===== src/rtl/aes_pkg.sv =====
// Shared AES-128 key-expansion constants and the sequencer state type.
package aes_pkg;

    localparam int unsigned NR      = 10;
    localparam int unsigned KEY_W   = 128;
    localparam int unsigned WORD_W  = 32;
    localparam int unsigned RCON_AW = 4;

    typedef enum logic [1:0] {
        StIdle,
        StEmit,
        StCalc
    } kx_state_e;

endpackage


===== src/rtl/key_round_step.sv =====
// One AES-128 key-schedule step: RotWord of w3 for the external SubWord, and the
// XOR chain that turns the current key plus SubWord/Rcon into the next round key.
module key_round_step
    import aes_pkg::*;
(
    input  logic [KEY_W-1:0]  key_i,
    input  logic [WORD_W-1:0] sw_out_i,
    input  logic [WORD_W-1:0] rcon_i,
    output logic [WORD_W-1:0] rot_o,
    output logic [KEY_W-1:0]  key_next_o
);

    logic [WORD_W-1:0] w0, w1, w2, w3;
    logic [WORD_W-1:0] temp;
    logic [WORD_W-1:0] n0, n1, n2, n3;

    assign w0 = key_i[127:96];
    assign w1 = key_i[95:64];
    assign w2 = key_i[63:32];
    assign w3 = key_i[31:0];

    assign rot_o = {w3[23:0], w3[31:24]};

    assign temp = sw_out_i ^ rcon_i;
    assign n0   = w0 ^ temp;
    assign n1   = w1 ^ n0;
    assign n2   = w2 ^ n1;
    assign n3   = w3 ^ n2;

    assign key_next_o = {n0, n1, n2, n3};

endmodule


===== src/rtl/key_expand_ctrl.sv =====
// AES-128 key-expansion sequencer: emits round keys 0..10 over a valid/ready stream,
// driving an external registered Rcon ROM and a combinational SubWord.
module key_expand_ctrl
    import aes_pkg::*;
(
    input  logic                 clk,
    input  logic                 rst_n,
    input  logic                 start,
    input  logic [KEY_W-1:0]     key_in,
    output logic                 busy,
    output logic                 done,
    output logic [RCON_AW-1:0]   rcon_addr,
    input  logic [WORD_W-1:0]    rcon_dout,
    output logic [WORD_W-1:0]    sw_in,
    input  logic [WORD_W-1:0]    sw_out,
    output logic                 rk_valid,
    input  logic                 rk_ready,
    output logic [RCON_AW-1:0]   rk_idx,
    output logic [KEY_W-1:0]     rk
);

    localparam logic [RCON_AW-1:0] LastRound = RCON_AW'(NR);

    kx_state_e            state_q, state_d;
    logic [RCON_AW-1:0]   round_q, round_d;
    logic [KEY_W-1:0]     key_q, key_d;
    logic                 done_q, done_d;
    logic [KEY_W-1:0]     key_next;
    logic                 last_round;

    assign last_round = (round_q == LastRound);

    key_round_step u_step (
        .key_i      (key_q),
        .sw_out_i   (sw_out),
        .rcon_i     (rcon_dout),
        .rot_o      (sw_in),
        .key_next_o (key_next)
    );

    always_ff @(posedge clk or negedge rst_n) begin
        if (!rst_n) begin
            state_q <= StIdle;
            round_q <= '0;
            key_q   <= '0;
            done_q  <= 1'b0;
        end else begin
            state_q <= state_d;
            round_q <= round_d;
            key_q   <= key_d;
            done_q  <= done_d;
        end
    end

    always_comb begin
        state_d = state_q;
        round_d = round_q;
        key_d   = key_q;
        done_d  = 1'b0;
        unique case (state_q)
            StIdle: begin
                if (start) begin
                    key_d   = key_in;
                    round_d = '0;
                    state_d = StEmit;
                end
            end
            StEmit: begin
                if (rk_ready) begin
                    if (last_round) begin
                        done_d  = 1'b1;
                        state_d = StIdle;
                    end else begin
                        state_d = StCalc;
                    end
                end
            end
            StCalc: begin
                key_d   = key_next;
                round_d = round_q + 4'd1;
                state_d = StEmit;
            end
            default: state_d = StIdle;
        endcase
    end

    // Address runs one round ahead so the registered ROM has Rcon ready in CALC.
    always_comb begin
        busy      = (state_q != StIdle);
        rk_valid  = (state_q == StEmit);
        rk        = key_q;
        rk_idx    = round_q;
        done      = done_q;
        rcon_addr = '0;
        if (state_q != StIdle && !last_round) begin
            rcon_addr = round_q + 4'd1;
        end
    end

endmodule


===== config.mk =====
export PLATFORM = sky130hd
export DESIGN_NAME = key_expand_ctrl
export DESIGN_NICKNAME = d
export VERILOG_FILES = /design/src/rtl/aes_pkg.sv /design/src/rtl/key_round_step.sv /design/src/rtl/key_expand_ctrl.sv
export SDC_FILE = /design/constraint.sdc
export NUM_CORES = 1
export LEC_CHECK = 0
export BUFFER_PORTS_ARGS = -buffer_cell sky130_fd_sc_hd__buf_2
export CORE_AREA = 2 2 144 146
export CTS_CLUSTER_DIAMETER = 30
export CTS_CLUSTER_SIZE = 12
export DETAILED_ROUTE_END_ITERATION = 10
export DIE_AREA = 0 0 146 148
export PLACE_DENSITY = 0.74
export SYNTH_ARGS = -nofsm -noshare
export SYNTH_HDL_FRONTEND = slang
export SYNTH_SLANG_ARGS = --single-unit

===== constraint.sdc =====
create_clock -name clk -period 2.1 [get_ports clk]
set_input_delay 0.315 -clock clk [delete_from_list [all_inputs] [get_ports clk]]
set_output_delay 0.315 -clock clk [all_outputs]
set_load 0.005 [all_outputs]

==> results by group, run 1 <==
Yosys
  – Net Count, Synth: 1,214
  – Synth Area in Adders: 0.269%
  – Post-synthesis cell count: 1,016
  – Post-synth EDFFs: 0
  – Yosys reg bits: 135
  – Multiplexer share of the synthesized area: 0%
  – Post-synthesis xor/xnor area fraction: 17.3%
  – Cell taking the most area after synthesis: dfrtp_1
  – Avg Cell Area, Syn: 9.15 um^2
  – Synth Cell Area: 9300 um^2
  – Yosys warning total: 0
  – Asr flop ratio synth: 100%
  – Area share of the largest cell type after synthesis: 36.3%
  – Post-Synth Simple-Gate Area: 12.6%
  – Netlist cell types: 30
  – Synth top area cells: dfrtp_1 36%, o22ai_1 8.6%, xor3_2 8.6%, o22a_1 6.0%, xnor2_2 5.6%
  – Post-synthesis sequential area ratio: 36.3%
  – Largest family of logic cells by synthesized area: compound AO/OA/AOI/OAI gates
  – Compound-cell area share of the yosys netlist: 26.8%
  – Dominant synthesized flop cell: dfrtp_1

Routing
  – Routed wl met2: 13,900 um
  – DR vias/cell: 5.63
  – Post-DRT Antenna Nets: 0
  – Final WL: 29,000 um
  – Pre-antenna DRT Iters: 5
  – Residual DRC: 0
  – Met3 WL: 2240 um
  – Top sig layer: met4
  – Met1 Wirelength: 12,300 um
  – Routed len/inst: 18.1 um
  – Vias post-DR: 8,988
  – DRT iter0 DRCs: 608

Setup path
  – Crit path launch type: register
  – Bufs and invs on worst path: 2
  – Crit path cell chain: inv_6 -> nand2_1 -> nand2_1 -> nor2_1 -> buf_2
  – Critical path class: register to output pin
  – Slowest-stage cell, CP: dfrtp_2
  – Crit-path most repeated cell: nand2_1
  – CP delay by family, top: flip-flops
  – Largest stage delay, worst path: 0.47 ns
  – Crit path DAT: 1.64 ns
  – Crit path max fanout: 30
  – Worst Path Required: 1.78 ns
  – Crit end category: output pin

Placed design
  – Detailed Place HPWL: 19,700 um
  – # port buffers: 366
  – DP Cell Count: 1,561
  – Placed instance area: 11,200 um^2
  – Final GP Congestion: 0.824

Floorplan
  – Site row count: 52
  – DIE AREA: 21,600 um^2
  – Die width: 146 um
  – Top Ports: 367
  – Initial Utilization: 46.4%
  – Core Box Area: 20,000 um^2
  – Die height: 148 um

Run status
  – Outcome: finished, final reports clean

GRT
  – Antenna violations before repair: 1
  – Pin count of the biggest net entering global routing: 105
  – First-pass GRT wire length: 45,000 um
  – All-Layer GR Usage: 26.1%
  – Number of global-route vias before repair: 8,334
  – Grt ovf: 0

Power
  – Switching fraction of total power: 42.8%
  – Maximum vdd ir drop: 0.755 mV
  – Leak: 0.00564 uW
  – Internal power: 12,100 uW
  – Power Dens Cells: 1780 nW/um^2
  – Clock network fraction of total power: 16.1%
  – Seq pwr share: 27.7%
  – Gate power share: 56.1%
  – Psw: 9040 uW

Final layout
  – Share of layout cells above drive strength 1: 36.9%
  – Area Overhead vs Synth: 27.7%
  – Design area: 11,900 um^2
  – Nets@finish: 1,511
  – Non-filler instance count after layout: 1,597

Timing
  – Tcrit/Tclk final: 93.0%
  – Unrepaired setup endpoints after global routing: no
  – Minimum clock period: 1.95 ns
  – Slew headroom: 34.3%
  – Final Hold Fails: 0
  – Worst clock skew: 0.0153 ns
  – Slew @ Worst Pin: 0.984 ns
  – Setup TNS Final: 0 ns
  – Fmax: 512 MHz
  – # setup viols final: 0
  – Final Max Tran Viols: 0

Job
  – Max Cap Viol: 0

Worst hold path
  – Type of the most critical hold path: primary input to register

CTS
  – Clock root buffer: clkbuf_16
  – Clk pin slew, worst setup/hold paths: 0.06 ns
  – H-tree depth: 4
  – CTS Buf Count: 17
  – CTS sink count: 135
  – CTS max path bufs: 2
  – Skew-Pair Late Insertion Delay: 0.43 ns
  – CTS tree: built
-- worst paths after layout --
kind / to / slack, ns / cells after the start / start
setup / recovery: rcon_addr[3] / 0.15 / 5 / state_q[0]$_DFFE_PN0P_
hold / removal: done$_DFF_PN0_ / 0.14 / 3 / rk_ready
setup reg to reg: rk[5]$_DFFE_PN0P_ / 0.37 / 4 / state_q[0]$_DFFE_PN0P_
hold reg to reg: rk_idx[0]$_DFFE_PN0P_ / 0.54 / 1 / rk_idx[0]$_DFFE_PN0P_
max in group asynchronous: rk[58]$_DFFE_PN0P_ / 0.94 / 3 / rst_n
min in group asynchronous: rk[2]$_DFFE_PN0P_ / 0.43 / 2 / rst_n
-- cells in the mapped netlist (2+ instances only) --
library cell	count
o21ai_1	32
nand2_1	71
ha_1	2
nor2_1	133
clkbuf_1	31
nand2b_1	3
a211o_1	32
buf_4	33
o21ai_0	37
xnor2_1	32
xnor2_2	32
o22ai_1	128
xor3_2	32
buf_1	9
dfrtp_1	135
nor2b_1	33
buf_6	3
o22a_1	64
nand3_1	33
buf_2	34
a21oi_1	98
-- worst register-to-register path, cell delays in order, from the launching register on --
cell and delay [ns]:
dfrtp_2 0.47, nor2b_4 0.79, a21oi_1 0.17, nor2_1 0.14
a211o_1 0.11
-- layer usage --
layer	up-vias	GRT usage, %
met5	-	0
met4	0	8.64
met3	47	5.37
met2	421	42.7
met1	4253	34.7
li1	4267	-
-- kinds of logic (layout without fill, tap and decap cells) --
logic type	count (synthesis)	in the layout
fa+ha+maj	2	2
simple gates	276	276
buf+inv	113	423
xor+xnor	97	97
other cells	0	1
compound gates	393	393
flops	135	135
-- power groups by stage --
stage	clock network, uW	registers [uW]	logic [uW]
after detailed placement	0	5860	11800
final	3400	5860	11900
after CTS	3440	5840	11900
after floorplan	0	5600	8630
after global placement	0	5780	11600
after global routing	3560	6100	13000
-- registers in the layout (all words and copies together) (netlist names) --
register	count
rk	128
rk_idx	4
state_q	2
done	1
-- repair_timing --
item | 4_1_cts | 5_1_grt
setup buffers | 0 | 2
endpoints found under the hold margin | 47 | 0
resized for setup | 0 | 2
setup endpoints to repair | 0 | 4
hold buffers | 1 | 0
-- through the flow --
step	power (uW)	hold WS (ns)	utilization [%]	setup slack, ns
final	21100	0.139	59.2	0.147
after global routing	22600	0.126	59.2	0.0146
after CTS	21100	0.122	59.1	0.0569
after detailed placement	17700	0.315	55.7	0.358
after global placement	17400	0.312	55.7	0.392
after floorplan	14200	0.0194	-	0.666
-- cells in the final DEF (no fill, tap or decap), types with 2 or more instances in the layout --
cell,instances
dfrtp_2,2
dfrtp_1,132
clkinv_4,2
clkinvlp_4,3
buf_2,364
nor2_1,133
clkbuf_8,3
bufinv_16,5
buf_4,12
nor2b_1,32
ha_1,2
a211o_1,32
xnor2_2,32
a21oi_1,98
xnor2_1,32
o21ai_0,37
o22ai_1,128
o21ai_1,32
nand2_1,70
buf_12,10
xor3_2,32
nand3_1,33
o22a_1,64
nand2b_1,2
clkbuf_16,17
-- area by class of cell --
type	instances	area, um^2
diodes	1	2.50
repair buffers	388	2130
flip-flops and latches	135	3380
inverters	3	16.3
multi-input cells	768	5330
well taps	270	338
fillers	1773	8170
clock inverters	11	195
clock buffers	21	470
Note: power is estimated with default switching activity, not from simulation.
==> run 2: changes to the inputs <==
--- a/config.mk
+++ b/config.mk
@@ -11,7 +11,8 @@
 export CTS_CLUSTER_SIZE = 12
 export DETAILED_ROUTE_END_ITERATION = 10
 export DIE_AREA = 0 0 146 148
-export PLACE_DENSITY = 0.74
+export PLACE_DENSITY_LB_ADDON = 0.3
+export RECOVER_POWER = 25
 export SYNTH_ARGS = -nofsm -noshare
 export SYNTH_HDL_FRONTEND = slang
 export SYNTH_SLANG_ARGS = --single-unit
==> run 2 against run 1 <==
Compared with the run above:
- power rose by 0.62%
- global-route usage about the same
- sequential share of layout area about the same
- non-clock buffer count grew 1
- highest routed layer unchanged
==> results by group, run 2 (synthesis results as in run 1) <==
CTS
  – Clock root buffer: clkbuf_16
  – Clk pin slew, worst setup/hold paths: 0.06 ns
  – Post-CTS sizing: 0
  – CTS sink count: 135
  – H-tree depth: 4
  – CTS Buf Count: 17
  – Skew-Pair Late Insertion Delay: 0.42 ns
  – CTS max path bufs: 2
  – CTS tree: built

Routing
  – Post-DRT Antenna Nets: 0
  – Pre-antenna DRT Iters: 6
  – DR vias/cell: 5.65
  – DRT iter0 DRCs: 601
  – Routed len/inst: 17.9 um
  – Final WL: 28,700 um
  – Vias post-DR: 9,033
  – Residual DRC: 0

Floorplan
  – Die width: 146 um
  – DIE AREA: 21,600 um^2
  – Initial Utilization: 46.4%
  – Die height: 148 um
  – Top Ports: 367
  – Site row count: 52
  – Core Box Area: 20,000 um^2

Run status
  – Outcome: finished, final reports clean

Worst hold path
  – Type of the most critical hold path: primary input to register
  – Launch point of the worst hold path: rk_ready
  – Hold Path Depth: 3
  – Worst hold endpoint: done$_DFF_PN0_

Timing
  – Tcrit/Tclk final: 93.1%
  – Slew @ Worst Pin: 1.36 ns
  – Slew headroom: 9.03%
  – Minimum clock period: 1.96 ns
  – Fin Hold WS: 0.150 ns
  – Setup TNS Final: 0 ns
  – Final Hold Fails: 0
  – Final Max Tran Viols: 0
  – Fmax: 511 MHz
  – Unrepaired setup endpoints after global routing: no
  – Worst clock skew: 0.00815 ns
  – Worst Setup Slack, final: 0.145 ns
  – # setup viols final: 0

Setup path
  – Reg2reg path depth: 6
  – Bufs and invs on worst path: 2
  – Critical path class: register to output pin
  – Largest stage delay, worst path: 0.45 ns
  – Crit path launch type: register
  – Crit end category: output pin
  – R2r endpoint: rk[19]$_DFFE_PN0P_
  – RR Startpoint: state_q[0]$_DFFE_PN0P_
  – CP delay by family, top: flip-flops
  – Crit path cell chain: inv_1 -> ha_1 -> nand3b_1 -> nand2_1 -> a21oi_1 -> buf_2
  – Crit path max fanout: 7
  – Worst R2R Setup Slack: 0.41 ns
  – Crit path DAT: 1.64 ns
  – Worst path depth: 6
  – Worst Path Required: 1.78 ns
  – Slowest-stage cell, CP: dfrtp_1

Final layout
  – Nets@finish: 1,512
  – Area Overhead vs Synth: 27.8%
  – Share of layout cells above drive strength 1: 36.7%
  – Max reg flops: 128
  – Fillers: 1,781
  – Commonest non-fill, non-tap cell in the layout: buf_2
  – Most frequent cells in the layout: 364 x buf_2, 133 x nor2_1, 133 x dfrtp_1

Job
  – Max Cap Viol: 0

Power
  – Maximum vdd ir drop: 0.763 mV
  – Leak: 0.00566 uW
  – Power Dens Cells: 1790 nW/um^2

Placed design
  – # port buffers: 366
  – Detailed Place HPWL: 19,500 um
  – Place WS: 0.296 ns
  – Final GP Congestion: 0.826

GRT
  – First-pass GRT wire length: 45,000 um
  – Grt ovf: 0
  – Antenna violations before repair: 1
  – Number of global-route vias before repair: 8,517
  – Pin count of the biggest net entering global routing: 82
  – All-Layer GR Usage: 26.0%
[run 2: metrics by stage]
step / std cells / util (%) / instance area [um^2] / power (uW)
6_report: 1598 / 59.3 / 11900 / 21200
5_1_grt: 1598 / 59.3 / 11900 / 22900
4_1_cts: 1597 / 59.4 / 11900 / 21400
3_5_place_dp: 1564 / 55.7 / 11200 / 17600
3_3_place_gp: 1564 / 55.7 / 11200 / 17300
2_1_floorplan: 1016 / - / 9300 / 14200
[run 2: power by group]
part | internal (uW) | switching [uW]
clock network | 2500 | 1180
logic | 5830 | 5870
registers | 3970 | 1890
total | 12300 | 8940
[run 2: how the worst max path moves through the flow]
stage	to	slack [ns]	startpoint
CTS	rcon_addr[2]	0.14	rk_idx[0]$_DFFE_PN0P_
global route	rcon_addr[2]	0.03	rk_idx[0]$_DFFE_PN0P_
floorplan	rcon_addr[3]	0.67	state_q[0]$_DFFE_PN0P_
global placement	rk[85]$_DFFE_PN0P_	0.33	start
finish	rcon_addr[2]	0.14	rk_idx[0]$_DFFE_PN0P_
detailed placement	rk[86]$_DFFE_PN0P_	0.30	start
[run 2: final cells by class]
type | count | area (um^2) | area share [%]
Tap cell | 270 | 338 | 2.84
Sequential cell | 135 | 3380 | 28.5
Inverter | 3 | 13.8 | 0.116
Clock buffer | 20 | 447 | 3.76
Timing Repair Buffer | 389 | 2100 | 17.7
Antenna cell | 1 | 2.50 | 0.0211
Multi-Input combinational cell | 768 | 5330 | 44.8
Clock inverter | 12 | 272 | 2.29
[run 2: per-layer routing]
| layer | up-vias | track usage, % | wire [um] |
|---|---|---|---|
| li1 | 4272 | - | - |
| met1 | 4307 | 33.8 | 12000 |
| met2 | 403 | 43.4 | 14000 |
| met3 | 51 | 5.59 | 1990 |
| met4 | 0 | 9.03 | 705 |
| met5 | - | 0 | 0 |
[run 2: timing repair]
action	CTS	global route
setup endpoints to repair	0	0
buffers inserted	0	0
hold buffers	1	0
hold endpoints to repair	18	0
[run 2: worst reg2reg max path: cells and delay by family, from the launching register on]
family / cells / cell delay (ns)
and+or+nand+nor: 2 / 0.32
DFF: 1 / 0.41
AOI/OAI and AO/OA: 1 / 0.31
buffers and inverters: 3 / 0.53
